==> config.mk <==
export PLATFORM = sky130hd
export DESIGN_NAME = nco_sine_dacmux
export DESIGN_NICKNAME = d
export VERILOG_FILES = /design/src/rtl/nco_sine_dacmux.sv
export SDC_FILE = /design/constraint.sdc
export NUM_CORES = 1
export LEC_CHECK = 0
export BUFFER_PORTS_ARGS = -buffer_cell sky130_fd_sc_hd__buf_2
export CORE_ASPECT_RATIO = 0.9
export CORE_MARGIN = 2
export CORE_UTILIZATION = 40
export DETAILED_ROUTE_END_ITERATION = 16
export MAX_ROUTING_LAYER = met4
export PLACE_DENSITY = 0.66
export SLEW_MARGIN = 0
export SYNTH_ARGS = -nofsm -noshare
export SYNTH_HDL_FRONTEND = slang
export SYNTH_SLANG_ARGS = --single-unit
==> constraint.sdc <==
create_clock -name clk -period 4.8 [get_ports clk]
set_input_delay 0.96 -clock clk [delete_from_list [all_inputs] [get_ports clk]]
set_output_delay 0.96 -clock clk [all_outputs]
set_load 0.02 [all_outputs]
==> src/rtl/nco_sine_dacmux.sv <==
// nco_sine_dacmux: 16-bit phase-accumulator NCO, 256-entry sine LUT and composite-video DAC level mux.
// Define DACMUX_REG_OUT_EN to register toDAC (one extra cycle of latency, resets to the blank level).
module nco_sine_dacmux (
  input  logic        clk,
  input  logic        reset,
  input  logic [15:0] fcw,
  input  logic [7:0]  active,
  input  logic [2:0]  state,
  output logic [7:0]  phase,
  output logic [7:0]  colourb,
  output logic [7:0]  toDAC
);
  localparam int unsigned ACC_W = 16;
  localparam int unsigned PH_W  = 8;
  localparam int unsigned SMP_W = 8;
  localparam int unsigned Q_W   = 7;

  localparam logic [SMP_W-1:0] LVL_MID   = 8'd128;
  localparam logic [SMP_W-1:0] LVL_SYNC  = 8'h00;
  localparam logic [SMP_W-1:0] LVL_BLANK = 8'h40;

  logic [ACC_W-1:0] r_acc;
  logic [SMP_W-1:0] r_colourb;
  logic [Q_W-1:0]   w_q_idx;
  logic [Q_W-1:0]   w_q_mag;
  logic [SMP_W-1:0] w_sine;
  logic [SMP_W-1:0] w_dac;

  // round(127*sin(pi*k/128)) for k = 0..64; the full wave is rebuilt by symmetry
  function automatic logic [6:0] quarter_sine(input logic [6:0] k);
    logic [6:0] v;
    v = 7'd0;
    case (k)
      7'd0:  v = 7'd0;   7'd1:  v = 7'd3;   7'd2:  v = 7'd6;   7'd3:  v = 7'd9;
      7'd4:  v = 7'd12;  7'd5:  v = 7'd16;  7'd6:  v = 7'd19;  7'd7:  v = 7'd22;
      7'd8:  v = 7'd25;  7'd9:  v = 7'd28;  7'd10: v = 7'd31;  7'd11: v = 7'd34;
      7'd12: v = 7'd37;  7'd13: v = 7'd40;  7'd14: v = 7'd43;  7'd15: v = 7'd46;
      7'd16: v = 7'd49;  7'd17: v = 7'd51;  7'd18: v = 7'd54;  7'd19: v = 7'd57;
      7'd20: v = 7'd60;  7'd21: v = 7'd63;  7'd22: v = 7'd65;  7'd23: v = 7'd68;
      7'd24: v = 7'd71;  7'd25: v = 7'd73;  7'd26: v = 7'd76;  7'd27: v = 7'd78;
      7'd28: v = 7'd81;  7'd29: v = 7'd83;  7'd30: v = 7'd85;  7'd31: v = 7'd88;
      7'd32: v = 7'd90;  7'd33: v = 7'd92;  7'd34: v = 7'd94;  7'd35: v = 7'd96;
      7'd36: v = 7'd98;  7'd37: v = 7'd100; 7'd38: v = 7'd102; 7'd39: v = 7'd104;
      7'd40: v = 7'd106; 7'd41: v = 7'd107; 7'd42: v = 7'd109; 7'd43: v = 7'd111;
      7'd44: v = 7'd112; 7'd45: v = 7'd113; 7'd46: v = 7'd115; 7'd47: v = 7'd116;
      7'd48: v = 7'd117; 7'd49: v = 7'd118; 7'd50: v = 7'd120; 7'd51: v = 7'd121;
      7'd52: v = 7'd122; 7'd53: v = 7'd122; 7'd54: v = 7'd123; 7'd55: v = 7'd124;
      7'd56: v = 7'd125; 7'd57: v = 7'd125; 7'd58: v = 7'd126; 7'd59: v = 7'd126;
      7'd60: v = 7'd126; 7'd61: v = 7'd127; 7'd62: v = 7'd127; 7'd63: v = 7'd127;
      7'd64: v = 7'd127;
      default: v = 7'd0;
    endcase
    return v;
  endfunction

  assign phase = r_acc[ACC_W-1 -: PH_W];

  // Quadrant 1/3 walk the quarter table backwards; the upper half is negative
  always_comb begin
    w_q_idx = Q_W'(phase[5:0]);
    if (phase[6]) begin
      w_q_idx = 7'd64 - Q_W'(phase[5:0]);
    end
    w_q_mag = quarter_sine(w_q_idx);
    w_sine  = phase[7] ? (LVL_MID - SMP_W'(w_q_mag)) : (LVL_MID + SMP_W'(w_q_mag));
  end

  always_ff @(posedge clk) begin
    if (reset) begin
      r_acc     <= '0;
      r_colourb <= LVL_MID;
    end else begin
      r_acc     <= r_acc + fcw;
      r_colourb <= w_sine;
    end
  end

  assign colourb = r_colourb;

  always_comb begin
    w_dac = LVL_BLANK;
    case (state)
      3'd0:    w_dac = LVL_SYNC;
      3'd2:    w_dac = r_colourb;
      3'd3:    w_dac = active;
      default: w_dac = LVL_BLANK;
    endcase
  end

`ifdef DACMUX_REG_OUT_EN
  logic [SMP_W-1:0] r_dac;

  always_ff @(posedge clk) begin
    if (reset) begin
      r_dac <= LVL_BLANK;
    end else begin
      r_dac <= w_dac;
    end
  end

  assign toDAC = r_dac;
`else
  assign toDAC = w_dac;
`endif

endmodule

Word-level counts from Yosys, hierarchy flattened

Memories as Yosys holds them, arrays and structs flattened.
Cells that the tools add are included.

Register bits after elaboration: 24
ROM bits: 896
Bits of input ports: 29
Output and inout bits: 24
Word-level logic and storage cells: 13
Memories: 1

Memory list:

| name            | words | width | rd ports | clocked after memory_dff | write ports | line | source |
|---|---|---|---|---|---|---|---|
| (no name shown) | 128   | 7     | 1        | 0                        | 0           | 33   | `case (k)` |

Add/sub/neg operators: 4
Eq/ne operators: 2
Multiplexer cells: 3
Reductions and logical operators: 1

Operators with widths:

| operator                                                               | count |
|---|---|
| 8-bit case mux with 3 select lines                                     | 1 |
| 16-bit adder                                                           | 1 |
| 8-bit by 7-bit adder with 8-bit output (first input constant)          | 1 |
| 8-bit 2-to-1 mux                                                       | 1 |
| 8-bit by 7-bit subtractor with 8-bit output (first input constant)     | 1 |
| 7-bit 2-to-1 mux                                                       | 1 |
| 7-bit by 6-bit subtractor with 7-bit output (first input constant)     | 1 |
| 3-bit by 2-bit equality test with 1-bit output (second input constant) | 2 |
| 3-bit zero test                                                        | 1 |

Depth between registers and ports, before layout

An unclocked memory read counts as a cell.

Depth in word-level cells: 5
Depth in mapped cells: 16
Gate-level depth less buffers: 15

Worst setup path before layout

OpenSTA, ideal clock, no wires.

Path type: flip-flop to flip-flop
Start point: register r_acc[8]
End point: register r_colourb[6] (netlist: colourb[6])
Library setup time: 0.121 ns
Arrival: 3.382 ns
Data required time: 4.679 ns
Setup slack: 1.297 ns
Cell stages (with the launch flop): 16
Buffers on the path: 1
Clock period less this slack: 3.503 ns
Cell sequence: dfxtp_1 buf_2 inv_1 ha_1 nand2_1 o21ai_1 ha_1 or3_1 o21ai_0 a2111oi_0 a21oi_1 o32a_1 o22ai_2 ha_1 a41oi_2 mux2_4

Longest elaborated chain between the ends: 5
Elaborated cells between the ends (all ways): 6
Those cells by class: add/sub (3); mux (2); memory (1)

RTL lines:

| what                                                                                                  | line | source |
|---|---|---|
| from (decl)                                                                                           | 22   | `logic [ACC_W-1:0] r_acc;` |
| from (signal assigned)                                                                                | 73   | `r_acc <= r_acc + fcw;` |
| 7-bit by 6-bit subtractor with 7-bit output                                                           | 62   | `w_q_idx = 7'd64 - Q_W'(phase[5:0]);` |
| 7-bit 2-to-1 mux *                                                                                    | 61   | `if (phase[6]) begin` |
| memory read 128 x 7 bit *                                                                             | n/a  |  |
| 8-bit by 7-bit adder with 8-bit output or 8-bit by 7-bit subtractor with 8-bit output (tied branches) | 65   | `w_sine = phase[7] ? (LVL_MID - SMP_W'(w_q_mag)) : (LVL_MID + SMP_W'(w_q_mag));` |
| 8-bit 2-to-1 mux *                                                                                    | 65   |  |
| to (signal assigned)                                                                                  | 74   | `r_colourb <= w_sine;` |
| to (decl)                                                                                             | 23   | `logic [SMP_W-1:0] r_colourb;` |

Every way passes the cells marked *; elsewhere a longest branch is shown, timed or not.
A chain may end at the register's enable or synchronous reset.

Worst setup path in the final report

Start point: register r_acc[9]
End point: register r_colourb[6] (netlist: colourb[6])

Same word-level chain as after synthesis.

==> summary.md <==
| Metric | Value |
|---|---|
| Number of antenna violations at the first check in global routing | 0 |
| Num Clock Sinks | 24 |
| Top flip-flop cell by instance count after synthesis | sky130_fd_sc_hd__dfxtp_1 |
| Met1 demand-to-capacity share in global routing | 25.52% |
| IO buf count | 52 |
| Length of the first detailed-routing pass in iterations | 5 |
| Unrepaired setup endpoints after global routing | false |
| Synth area leaders | sky130_fd_sc_hd__dfxtp_1 (16%), sky130_fd_sc_hd__ha_1 (11%), sky130_fd_sc_hd__nor2_1 (5.4%), sky130_fd_sc_hd__nand2_1 (3.8%), sky130_fd_sc_hd__a21oi_1 (3.4%) |
| Final Net Count | 461 |
| Sequential fraction of the synthesis area | 16.39% |
| Critical setup path kind | flop to flop |
| Die Width | 94.24 um |
| Worst EP required | 4.96 ns |
| CTS H-Tree Depth | 1 |
| Maximum fanout encountered on the critical timing path | 9 |
| Syn. warnings | 0 |
| Area overhead of the layout relative to synthesis | 10.24% |
| Worst endpoint data arrival time | approximately 4.0 ns |
| Overall die area | 8031 um^2 |
| Syn_nets | roughly 430 |
| Yosys top cell area share | 16.39% |
| Number of top-level design ports | 53 |
| Count of pins over their slew limit | 0 |
| Unique cell type count in the Yosys netlist | 76 |
| Fmax | 0.2620 GHz |
| Die height | about 85 um |
| Class of the tightest hold or removal check | flop to flop |
| Combined global-route utilization of all metal layers | 18.84% |
| Largest stage delay on the critical path | 0.53 ns |
| Critical Path Most Common Cell | sky130_fd_sc_hd__ha_1 |
| Deepest clock path buffer count | 2 |
| Vias in the first global route | 2,542 |
| Row Count | 29 |
| Combined area of all synthesized cells | around 2900 um^2 |
| CTS clock-pin slew for the worst setup and hold paths | roughly 0.090 ns |
| Count of vias placed by the detailed router | 2,852 |
| Most frequent cell after synthesis | sky130_fd_sc_hd__nor2_1 |
| GP Congestion | 0.9383 |
| Congestion Overflow GR | 0 |
| Antenna diode count | 0 |
| Routed vias/inst | 5.738 |
| Final routed wire length divided by cell count | 14.57 um |
| Async set-reset flop share out of synthesis | 0% |
| Met2 Usage GRT | 29.55% |
| # DRC | 0 |
| Final setup margin | 0.9833 ns |
| Critical-path cell with the highest stage delay | sky130_fd_sc_hd__dfxtp_1 |
| Initial Util | 41.43% |
| Clock latency of the later-clocked register in the worst-skew pair | 0.27 ns |
| Number of instances resized during post-cts repair | 0 |
| Fraction of layout instances using a drive strength above 1 | 21.78% |
| Commonest cells in the synthesized netlist | sky130_fd_sc_hd__nor2_1 (42), sky130_fd_sc_hd__nand2_1 (30), sky130_fd_sc_hd__ha_1 (25) |
| Setup Total Neg Slack | 0 ns |
| Synth area leader | sky130_fd_sc_hd__dfxtp_1 |
| Period utilization | 79.51% |
| Number of maximum-capacitance violations | 0 |
| Tightest Pin Transition | 0.7757 ns |
| # Post-CTS Setup Buffers | 0 |
| CTS root buf | sky130_fd_sc_hd__clkbuf_8 |
| Met3 Track Usage GR | under 10% |
| Count of antenna-violating nets left after detailed routing | 0 |
| CTS tree | done |
| Time the worst path needs with I/O delays and setup | approximately 3.8 ns |
| Placeable Area | 7076 um^2 |
| Result of the run | finished, final reports clean |
| Final Routed Wirelength | 7.242 mm |
| Final Hold Fails | 0 |
| Pre-CTS setup slack | between 1 and 1.5 ns |
| Busiest layer in global routing | met2 |
| HPWL reported at the end of detailed placement | 5.560 mm |
| Number of setup violations in the final report | 0 |
| Post-synth EDFFs | 0 |
| Kind of cell with the highest combined delay on the critical path | compound AO/OA/AOI/OAI gates |
| DRT iter0 DRCs | 158 |
| Buffering stage count on the worst path with inverters included | 1 |
| Maximum number of pins on one net before global-route repair | 29 |
| Flip-flop and latch count after synthesis | 24 |
| Endpoint kind of the worst setup timing path | flop |
| Synthesized netlist cell count | 372 |
| Slew headroom | 48.22% |
| Hold buffer count at CTS | 0 |
| Average instance area after synthesis | 7.881 um^2 |
| Crit path cell chain | inv_1, ha_1, nand2_1, o21ai_1, ha_1, or3_1, o21ai_0, a2111oi_0, a21oi_1, o32a_1, o22ai_2, ha_1, a41oi_2, mux2_4 |
| Crit path launch type | flop |
| Number of clock buffers inserted by TritonCTS | 3 |
| Global-route wire length before repair | 11.99 mm |
| Post-route clock skew | 0.004465 ns |
## cells by family after synthesis
| family | count (synthesis) | share of synthesized area, % |
|---|---|---|
| compound gates | 104 | 28.00 |
| xor+xnor | 18 | 6.530 |
| fa+ha+maj | 26 | 11.35 |
| buf+inv | 44 | 7.341 |
| flops | 24 | 16.39 |
| mux | 18 | 6.999 |
| simple gates | 138 | 23.39 |
## sequential cells by signal, summed over array words and instances, names as in the netlist
| signal | count |
|---|---|
| r_acc | 16 |
| colourb | 8 |
## final cells by class
class	count	area (um^2)
Clock buffer	3	41.29
Multi-Input combinational cell	304	2236
Inverter	16	60.06
Timing Repair Buffer	57	297.8
Fill cell	715	3844
Sequential cell	24	480.5
Tap cell	93	116.4
## final timing paths
kind                  start          to  slack [ns]  depth (start not counted)
setup reg to reg   r_acc[9]  colourb[6]        0.98                         14
hold / removal    r_acc[15]  colourb[7]        0.53                          1
setup / recovery   r_acc[9]  colourb[6]        0.98                         14
hold reg to reg   r_acc[15]  colourb[7]        0.53                          1
## per-stage QoR
stage | utilization (%) | cells | hold slack, ns | cell area (um^2)
3_3_place_gp | 45.09 | 494 | 0.5094 | 3191
2_1_floorplan | - | 372 | 0.4375 | 2932
5_1_grt | 45.68 | 497 | 0.5879 | 3232
6_report | 45.68 | 497 | 0.5296 | 3232
3_5_place_dp | 45.09 | 494 | 0.5153 | 3191
4_1_cts | 45.68 | 497 | 0.5262 | 3232
## layer usage
layer,vias up,part of all wire (%)
met5,-,0
met2,94,45
met1,1320,46
met4,0,0.90
li1,1430,-
met3,8,7.2
## worst reg2reg max path, stage by stage, from the launching register on
cell	delay, ns
sky130_fd_sc_hd__dfxtp_1	0.53
sky130_fd_sc_hd__inv_1	0.13
sky130_fd_sc_hd__ha_1	0.31
sky130_fd_sc_hd__nand2_1	0.05
sky130_fd_sc_hd__o21ai_1	0.32
sky130_fd_sc_hd__ha_1	0.37
sky130_fd_sc_hd__or3_1	0.13
sky130_fd_sc_hd__o21ai_0	0.07
sky130_fd_sc_hd__a2111oi_0	0.46
sky130_fd_sc_hd__a21oi_1	0.07
sky130_fd_sc_hd__o32a_1	0.32
sky130_fd_sc_hd__o22ai_2	0.25
sky130_fd_sc_hd__ha_1	0.25
sky130_fd_sc_hd__a41oi_2	0.13
sky130_fd_sc_hd__mux2_4	0.32
## cell usage in the layout, fill, tap and decap left out, types with 4 or more instances in the layout
cell type | Yosys | final
sky130_fd_sc_hd__xnor2_1 | 11 | 11
sky130_fd_sc_hd__a21oi_1 | 20 | 20
sky130_fd_sc_hd__o211ai_1 | 4 | 4
sky130_fd_sc_hd__and3_1 | 5 | 5
sky130_fd_sc_hd__or2_2 | 4 | 4
sky130_fd_sc_hd__o21ai_0 | 16 | 16
sky130_fd_sc_hd__ha_1 | 25 | 25
sky130_fd_sc_hd__nor3_1 | 15 | 15
sky130_fd_sc_hd__mux2_2 | 4 | 4
sky130_fd_sc_hd__inv_1 | 16 | 16
sky130_fd_sc_hd__xor2_1 | 4 | 4
sky130_fd_sc_hd__nand2_1 | 30 | 30
sky130_fd_sc_hd__buf_4 | 9 | 5
sky130_fd_sc_hd__dfxtp_1 | 24 | 24
sky130_fd_sc_hd__buf_2 | 7 | 52
sky130_fd_sc_hd__a21o_1 | 6 | 6
sky130_fd_sc_hd__a211oi_2 | 4 | 4
sky130_fd_sc_hd__nor2b_1 | 8 | 8
sky130_fd_sc_hd__mux2i_1 | 10 | 10
sky130_fd_sc_hd__a31oi_1 | 10 | 10
sky130_fd_sc_hd__nand3_1 | 8 | 8
sky130_fd_sc_hd__nor2_1 | 42 | 42
sky130_fd_sc_hd__nand2b_1 | 4 | 4
Power is left out: the tool's default activity adds up to more than one toggle a clock period on the data nets, which glitch-free logic cannot reach.
